[src/rtl/perft_sequencer.sv]
// perft_sequencer: walks a perft move tree through gen/make/undo handshakes and counts leaf nodes.
// Latency: data dependent, one handshake per tree edge; the last ply is counted in bulk from gen_count.
// Backpressure: each req is held until its ack; REPORT stalls the walk until root_ready. PERFT_TIMER_EN adds cycle_count.
module perft_sequencer #(
  parameter int MAX_DEPTH = 8,
  parameter int NODE_W    = 48,
  parameter int IDX_W     = 8
) (
  input  logic              clk,
  input  logic              rst_n,
  input  logic              start,
  input  logic [3:0]        depth,
  output logic              busy,
  output logic              done,
  output logic              gen_req,
  input  logic              gen_ack,
  input  logic [IDX_W-1:0]  gen_count,
  output logic              mk_req,
  output logic [IDX_W-1:0]  mk_idx,
  input  logic              mk_ack,
  output logic              un_req,
  input  logic              un_ack,
  output logic              root_valid,
  output logic [IDX_W-1:0]  root_idx,
  output logic [NODE_W-1:0] root_nodes,
  input  logic              root_ready,
  output logic [NODE_W-1:0] total_nodes,
  output logic              ovf
`ifdef PERFT_TIMER_EN
  ,
  output logic [31:0]       cycle_count
`endif
);

  localparam int SW = (MAX_DEPTH > 1) ? $clog2(MAX_DEPTH) : 1;
  localparam logic [IDX_W-1:0]  ONE_I = 1;
  localparam logic [NODE_W:0]   ONE_N = 1;
  localparam logic [SW-1:0]     ROOT  = '0;

  typedef enum logic [2:0] {IDLE, GEN, MAKE, DESCEND, UNDO, REPORT, FIN} state_t;

  state_t            state;
  logic [IDX_W-1:0]  cnt_stk [MAX_DEPTH];
  logic [IDX_W-1:0]  nxt_stk [MAX_DEPTH];
  logic [3:0]        ply;
  logic [3:0]        depth_r;
  logic [NODE_W-1:0] root_base;

  logic [3:0]        rem;
  logic [3:0]        up;
  logic [SW-1:0]     p_idx;
  logic [SW-1:0]     u_idx;
  logic [IDX_W-1:0]  up_next;
  logic [IDX_W-1:0]  root_next;
  logic [NODE_W:0]   sum_one;
  logic [NODE_W:0]   sum_cnt;
  logic [3:0]        depth_clamped;

  // Stack addressing, next-index arithmetic and carry-extended node sums
  always_comb begin
    rem           = depth_r - ply;
    up            = ply - 4'd1;
    p_idx         = ply[SW-1:0];
    u_idx         = up[SW-1:0];
    up_next       = nxt_stk[u_idx] + ONE_I;
    root_next     = nxt_stk[ROOT] + ONE_I;
    sum_one       = {1'b0, total_nodes} + ONE_N;
    sum_cnt       = {1'b0, total_nodes} + {{(NODE_W + 1 - IDX_W){1'b0}}, gen_count};
    depth_clamped = (depth > 4'(MAX_DEPTH)) ? 4'(MAX_DEPTH) : depth;
  end

  // Tree walk: one state per handshake phase, every output registered
  always_ff @(posedge clk or negedge rst_n) begin
    if (!rst_n) begin
      state       <= IDLE;
      ply         <= 4'd0;
      depth_r     <= 4'd0;
      root_base   <= '0;
      busy        <= 1'b0;
      done        <= 1'b0;
      gen_req     <= 1'b0;
      mk_req      <= 1'b0;
      mk_idx      <= '0;
      un_req      <= 1'b0;
      root_valid  <= 1'b0;
      root_idx    <= '0;
      root_nodes  <= '0;
      total_nodes <= '0;
      ovf         <= 1'b0;
      for (int i = 0; i < MAX_DEPTH; i++) begin
        cnt_stk[i] <= '0;
        nxt_stk[i] <= '0;
      end
    end else begin
      done <= 1'b0;
      case (state)
        IDLE: begin
          if (start) begin
            ply         <= 4'd0;
            depth_r     <= depth_clamped;
            total_nodes <= '0;
            ovf         <= 1'b0;
            if (depth == 4'd0) begin
              done  <= 1'b1;
              state <= FIN;
            end else begin
              busy    <= 1'b1;
              gen_req <= 1'b1;
              state   <= GEN;
            end
          end
        end
        GEN: begin
          if (gen_ack) begin
            gen_req <= 1'b0;
            if (ply != 4'd0 && rem == 4'd1) begin
              // Last interior ply: the move count is the leaf count
              total_nodes <= sum_cnt[NODE_W-1:0];
              if (sum_cnt[NODE_W]) ovf <= 1'b1;
              un_req <= 1'b1;
              state  <= UNDO;
            end else if (gen_count == '0) begin
              if (ply == 4'd0) begin
                busy  <= 1'b0;
                done  <= 1'b1;
                state <= FIN;
              end else begin
                un_req <= 1'b1;
                state  <= UNDO;
              end
            end else begin
              cnt_stk[p_idx] <= gen_count;
              nxt_stk[p_idx] <= '0;
              mk_idx         <= '0;
              mk_req         <= 1'b1;
              if (ply == 4'd0) root_base <= total_nodes;
              state <= MAKE;
            end
          end
        end
        MAKE: begin
          if (mk_ack) begin
            mk_req <= 1'b0;
            ply    <= ply + 4'd1;
            state  <= DESCEND;
          end
        end
        DESCEND: begin
          if (rem == 4'd0) begin
            total_nodes <= sum_one[NODE_W-1:0];
            if (sum_one[NODE_W]) ovf <= 1'b1;
            un_req <= 1'b1;
            state  <= UNDO;
          end else begin
            gen_req <= 1'b1;
            state   <= GEN;
          end
        end
        UNDO: begin
          // Chained undos re-enter with un_req low so each request is a fresh pulse
          if (!un_req) begin
            un_req <= 1'b1;
          end else if (un_ack) begin
            un_req <= 1'b0;
            ply    <= up;
            if (up == 4'd0) begin
              root_valid <= 1'b1;
              root_idx   <= nxt_stk[ROOT];
              root_nodes <= total_nodes - root_base;
              state      <= REPORT;
            end else if (up_next < cnt_stk[u_idx]) begin
              nxt_stk[u_idx] <= up_next;
              mk_idx         <= up_next;
              mk_req         <= 1'b1;
              state          <= MAKE;
            end else begin
              state <= UNDO;
            end
          end
        end
        REPORT: begin
          if (root_ready) begin
            root_valid <= 1'b0;
            if (root_next < cnt_stk[ROOT]) begin
              nxt_stk[ROOT] <= root_next;
              mk_idx        <= root_next;
              mk_req        <= 1'b1;
              root_base     <= total_nodes;
              state         <= MAKE;
            end else begin
              busy  <= 1'b0;
              done  <= 1'b1;
              state <= FIN;
            end
          end
        end
        FIN: begin
          state <= IDLE;
        end
        default: begin
          state <= IDLE;
        end
      endcase
    end
  end

`ifdef PERFT_TIMER_EN
  // Run timer: restarts on an accepted start, counts busy cycles, holds after done
  always_ff @(posedge clk or negedge rst_n) begin
    if (!rst_n) begin
      cycle_count <= '0;
    end else if (state == IDLE && start) begin
      cycle_count <= '0;
    end else if (busy) begin
      cycle_count <= cycle_count + 32'd1;
    end
  end
`endif

endmodule

[config.mk]
export PLATFORM = sky130hd
export DESIGN_NAME = perft_sequencer
export DESIGN_NICKNAME = d
export VERILOG_FILES = /design/src/rtl/perft_sequencer.sv
export SDC_FILE = /design/constraint.sdc
export NUM_CORES = 1
export LEC_CHECK = 0
export ABC_CLOCK_PERIOD_IN_PS = 6450
export BUFFER_PORTS_ARGS = -buffer_cell sky130_fd_sc_hd__buf_2
export CORE_MARGIN = 5
export CORE_UTILIZATION = 40
export DETAILED_ROUTE_END_ITERATION = 10
export PLACE_DENSITY_LB_ADDON = 0.25
export SLEW_MARGIN = 15
export SYNTH_ARGS = -nofsm -noshare
export SYNTH_HDL_FRONTEND = slang
export SYNTH_SLANG_ARGS = --single-unit
[constraint.sdc]
create_clock -name clk -period 6.45 [get_ports clk]
set_clock_uncertainty 0.05 [all_clocks]
set_input_delay 0.3225 -clock clk [delete_from_list [all_inputs] [get_ports clk]]
set_output_delay 0.3225 -clock clk [all_outputs]
set_load 0.05 [all_outputs]
# Word-level counts from Yosys, hierarchy flattened
# Index checks and enable logic that the tools add are counted.
[word_totals]
register_bits = 306
in_bits = 19
output_inout_bits = 119
word_cells = 231
[classes]
n_addsub = 8
magnitude_cmp = 7
n_eq_ne = 29
muxes = 116
bitwise_logic = 6
n_reduce_logical = 34
[op_table]
columns = ["cell", "count"]
rows = [
  ["$mux 48", 10],
  ["$mux 64", 7],
  ["$pmux 48 s3", 1],
  ["$bwmux 64", 2],
  ["$mux 8", 15],
  ["$pmux 56 s2", 1],
  ["$pmux 48 s2", 1],
  ["$and 64x64->64", 1],
  ["$not 64->64", 1],
  ["$add 48x1->49 const B", 1],
  ["$add 48x8->49", 1],
  ["$bmux 8 s3", 2],
  ["$demux 8 s3", 2],
  ["$pmux 8 s3", 2],
  ["$sub 48x48->48", 1],
  ["$mux 1", 45],
  ["$ne 2x2->1 const B", 21],
  ["$mux 3", 13],
  ["$reduce_and 5->1", 5],
  ["$mux 4", 5],
  ["$pmux 3 s6", 1],
  ["$add 8x1->8 const B", 2],
  ["$logic_not 4->1", 4],
  ["$lt 8x8->1", 2],
  ["other kinds (32)", 54],
]

# Longest topological paths before layout
[logic_depth]
word_depth = 12
mapped_depth = 26
depth_no_buf = 19

# Worst setup path after synthesis
# OpenSTA, ideal clock, no wires.
[synth_timing]
path_kind = "register to register"
from = "register ply[0]"
to = "register mk_idx[0]"
setup_ns = 0.128
t_arrival_ns = 5.755
required_time_ns = 6.272
slack_ns = 0.517
stages_incl_launch_ff = 24
path_buffers = 8
period_less_slack_ns = 5.933
path_cell_list = "dfrtp_1 > buf_4 > buf_4 > inv_1 > clkbuf_1 > ha_1 > buf_4 > xor2_2 > clkbuf_1 > buf_1 > clkbuf_1 > mux4_2 > nand2_1 > o311a_1 > ha_1 > a2111oi_0 > nand2b_1 > o21ai_0 > nor2_1 > o31a_1 > or2_1 > buf_6 > a21boi_4 > mux2_1"
[synth_via]
elab_chain_cells = 11
word_cells_on_any_way = 24
classes_between = "add/sub (3); order compare (1); eq/ne (4); mux (11); bitwise (1); reduce/logical (4)"
[synth_rtl]
columns = ["element", "line", "text"]
rows = [
  ["start, declared", "45", "logic [3:0] ply;"],
  ["start signal, assigned", "144", "ply <= ply + 4'd1;"],
  ["start signal, assigned", "165", "ply <= up;"],
  ["branches (longest 11 deep; another with $add 8x1->8)", "--", ""],
  ["end signal, assigned", "173", "mk_idx <= up_next;"],
  ["end signal, assigned", "186", "mk_idx <= root_next;"],
  ["end, declared", "19", "output logic [IDX_W-1:0] mk_idx,"],
]
# Several ways; the timed one is not identified. The select of a mux whose other input is x is not followed.
# A chain may end at the register's enable or synchronous reset.

# Final worst setup path
[layout_timing]
from = "register ply[1]"
to = "register mk_idx[2]"
# Same word-level chain as after synthesis.

==> results.toml <==
[status]
run_status = "finished, final reports clean"

[floorplan]
pin_count = 138
die_height_um = 226
rows = 79
die-area_um2 = 51100
core_um2 = 46400
initial_utilization_pct = 40.3
die_w_um = 226

[cells_and_area]
multi_input_comb_area_um2 = 10300
area.growth.synth_to_final_pct = 14.6
drive_gt1_share_pct = 18.5
num-fill-cells = 4412
nets = 2157
antennaDiodeCount = 0
layout.cells.non_filler = 2694
final_cell_mix = "dfrtp_1, nand2_1, buf_2"
regArea_um2 = 7660
final_common_cell = "dfrtp_1"

[worst_hold_path]
hold_start = "un_ack"
whs_endpoint = "un_req"
hp-class = "primary input to flop"
worst_hold_path.num_cells = 2

[global_routing]
groute.usage.overall_pct = 23.4
grt_util_met1_pct = 36.0
grt_overflow_total = 0
grt_pass1_wl_um = 94000
top_usage_layer = "met1"
grt_antenna_before_repair = 0
grt_pass1_vias = 15500
grt_max_degree = 169
met3_usage_pct = 4.73
groute.layer.met2.usage_pct = 33.4

[power_and_ir_drop]
p_leak_nw = 9.95
peakVddDrop_uv = 239
p_per_area_nw_per_um2 = 450
totalPowerFinal_mw = 9.64

[timing]
finalCriticalPeriod_ps = 5960
rsz0062_at_grt = "no"
fin_crit_sh_pct = 92.5
setup_slack_ps = 485
setup_viol_count_final = 0
fmax_ghz = 0.168
worst-slew-pin-transition_ps = 1000
drv_slew = 0
tns_ps = 0
hold_violations = 0
relSlewSlack_pct = 33.0

[worst_setup_path]
r2r-start = "ply[1]"
worstSetupEndpointType = "flop"
cp.required_ps = 6830
cp_max_fo = 17
critical_path_class = "flop to flop"
reg2reg_depth = 20
r2r_end = "mk_idx[2]"
crit_arrival_ps = 6340
reg2reg_setup_slack_ps = 490
startpoint_type = "flop"

[placement]
place_congestion = 0.918
dp_hpwl_um = 43800
io_buffers = 137
dp_slack_ps = 418
dpl.cell_count = 2620

[synthesis]
syn-instance-count = 1947
synthDistinctLibCells = 83
synth_edf_count = 0
ys_warn_count = 0
synthFlopType = "dfrtp_1"
synth_area_per_cell_um2 = 9.60
synth_seq_cells = 306
synthArstFlopShare_pct = 100
synthesis.nets = 2046
syn_area_um2 = 18700
synth_seq_area_share_pct = 41.0

[clock_network]
clkTransAtPathRegs_ps = 70
cts_max_path_buffers = 3
cts_tree = "built"
clock-sinks = 306
htree_levels = 2
clk-insertion-delay-late_ps = 560
numCtsBuffers = 38
cts_root_buf = "clkbuf_16"

[detailed_routing]
via_per_inst = 6.04
drc = 0
vias = 16300
drt_iter0_markers = 1745
detail-route-antenna-nets = 0
routed_wl_um = 61000
first_pass_iters = 5
wl_per_cell_um = 22.6

[flow_run]
max_cap_viol_count = 0
-- logic make-up (layout without fill, tap and decap cells) --
| group | after synthesis | count (layout) | share of synthesized area [%] |
|---|---|---|---|
| fa+ha+maj | 80 | 80 | 5.48 |
| simple gates | 572 | 572 | 14.7 |
| xor+xnor | 58 | 58 | 2.84 |
| buf+inv | 190 | 330 | 4.02 |
| compound gates | 566 | 566 | 20.5 |
| mux | 175 | 175 | 11.5 |
| flops | 306 | 306 | 41.0 |
-- sequential cells by signal (all words and copies together) (netlist names), 4 cells and up --
name and flops:
mk_idx 8, depth_r 4, root_base 48, ply 4, root_idx 8, cnt_stk 64, total_nodes 48, nxt_stk 64
root_nodes 48
-- repair_timing --
item,in CTS,in global routing
hold endpoints to repair,72,0
buffers inserted,0,0
gates resized for setup,0,1
hold buffers,5,0
endpoints found under the setup margin,0,56
-- worst max-delay path by stage --
stage	start	to	slack [ps]	depth (start not counted)
global placement	ply[1]	nxt_stk[29]	540	18
finish	ply[1]	mk_idx[2]	490	20
floorplan	ply[0]	mk_idx[0]	520	23
CTS	ply[1]	nxt_stk[34]	400	18
global route	ply[1]	nxt_stk[35]	40	18
detailed placement	ply[1]	nxt_stk[32]	420	18
-- power breakdown --
group          internal, mW  switching (mW)  leakage, nW
logic                  1.72            3.03         5.11
clock network          1.47           0.866        0.661
registers              2.22           0.337         4.18
-- worst max-delay path, cell delays in order (launching register included) --
cell and delay, ps:
dfrtp_1 520, inv_1 210, ha_1 490, xor2_4 510, mux2_2 410, a32o_1 280, o21ai_0 160, nor2_1 80
nand3b_1 120, xor2_1 290, clkinv_1 150, ha_1 320, nand2_1 80, a211oi_1 240, o21ai_0 170, nand4_1 120
o31a_1 310, or2_1 140, buf_4 250, a21boi_4 540, mux2_1 380
-- synth_stat cells, drive strengths merged (5+ instances only) --
| master | instances | area [um2] |
|---|---|---|
| o21a | 17 | 128 |
| buf | 23 | 124 |
| o211ai | 14 | 105 |
| o41ai | 19 | 166 |
| and3 | 16 | 100 |
| xnor2 | 26 | 235 |
| nand2 | 200 | 751 |
| inv | 88 | 330 |
| or4 | 6 | 45.0 |
| or2 | 7 | 43.8 |
| mux2 | 119 | 1340 |
| o21bai | 12 | 90.1 |
| o31ai | 31 | 233 |
| xor2 | 32 | 295 |
| o221ai | 6 | 52.6 |
| a31oi | 27 | 169 |
| a22o | 64 | 561 |
| nor3b | 6 | 56.3 |
| nor4 | 13 | 111 |
| nor3 | 35 | 186 |
| nand3 | 61 | 305 |
| o21ai | 131 | 656 |
| o31a | 5 | 43.8 |
| o22ai | 11 | 68.8 |
| a22oi | 9 | 67.6 |
| o2bb2ai | 10 | 87.6 |
| a211oi | 11 | 82.6 |
| a221oi | 6 | 52.6 |
| o32ai | 5 | 43.8 |
| dfrtp | 306 | 7660 |
| mux4 | 20 | 450 |
| clkbuf | 78 | 293 |
| nand4 | 28 | 175 |
| nor2 | 129 | 494 |
| mux2i | 36 | 360 |
| a21o | 35 | 263 |
| o2111ai | 5 | 43.8 |
| nand2b | 19 | 119 |
| or3 | 16 | 100 |
| nor2b | 9 | 56.3 |
| a21oi | 109 | 546 |
| and4 | 5 | 43.8 |
| ha | 77 | 963 |
| and2 | 15 | 93.8 |
-- stage by stage --
| step | hold WS [ps] | utilization, % | area, um2 |
|---|---|---|---|
| CTS | 5.25 | 46.2 | 21400 |
| global route | 15.4 | 46.2 | 21400 |
| global placement | 276 | 43.1 | 20000 |
| floorplan | -23.1 | - | 18700 |
| finish | 35.1 | 46.2 | 21400 |
| detailed placement | 277 | 43.1 | 20000 |
-- layer usage --
layer	vias to the layer above	wire, um	part of all wire (%)
met2	707	25700	42
li1	7434	-	-
met4	0	1750	2.9
met3	124	4950	8.1
met5	-	0	0
met1	8001	28600	47
-- cell type report --
type	count	share of cell area, %
Sequential cell	306	35.8
Multi-Input combinational cell	1451	48.2
Timing Repair Buffer	172	4.59
Clock inverter	12	1.04
Tap cell	607	3.55
Clock buffer	57	5.35
Inverter	89	1.56
Note: power is estimated with default switching activity, not from simulation.
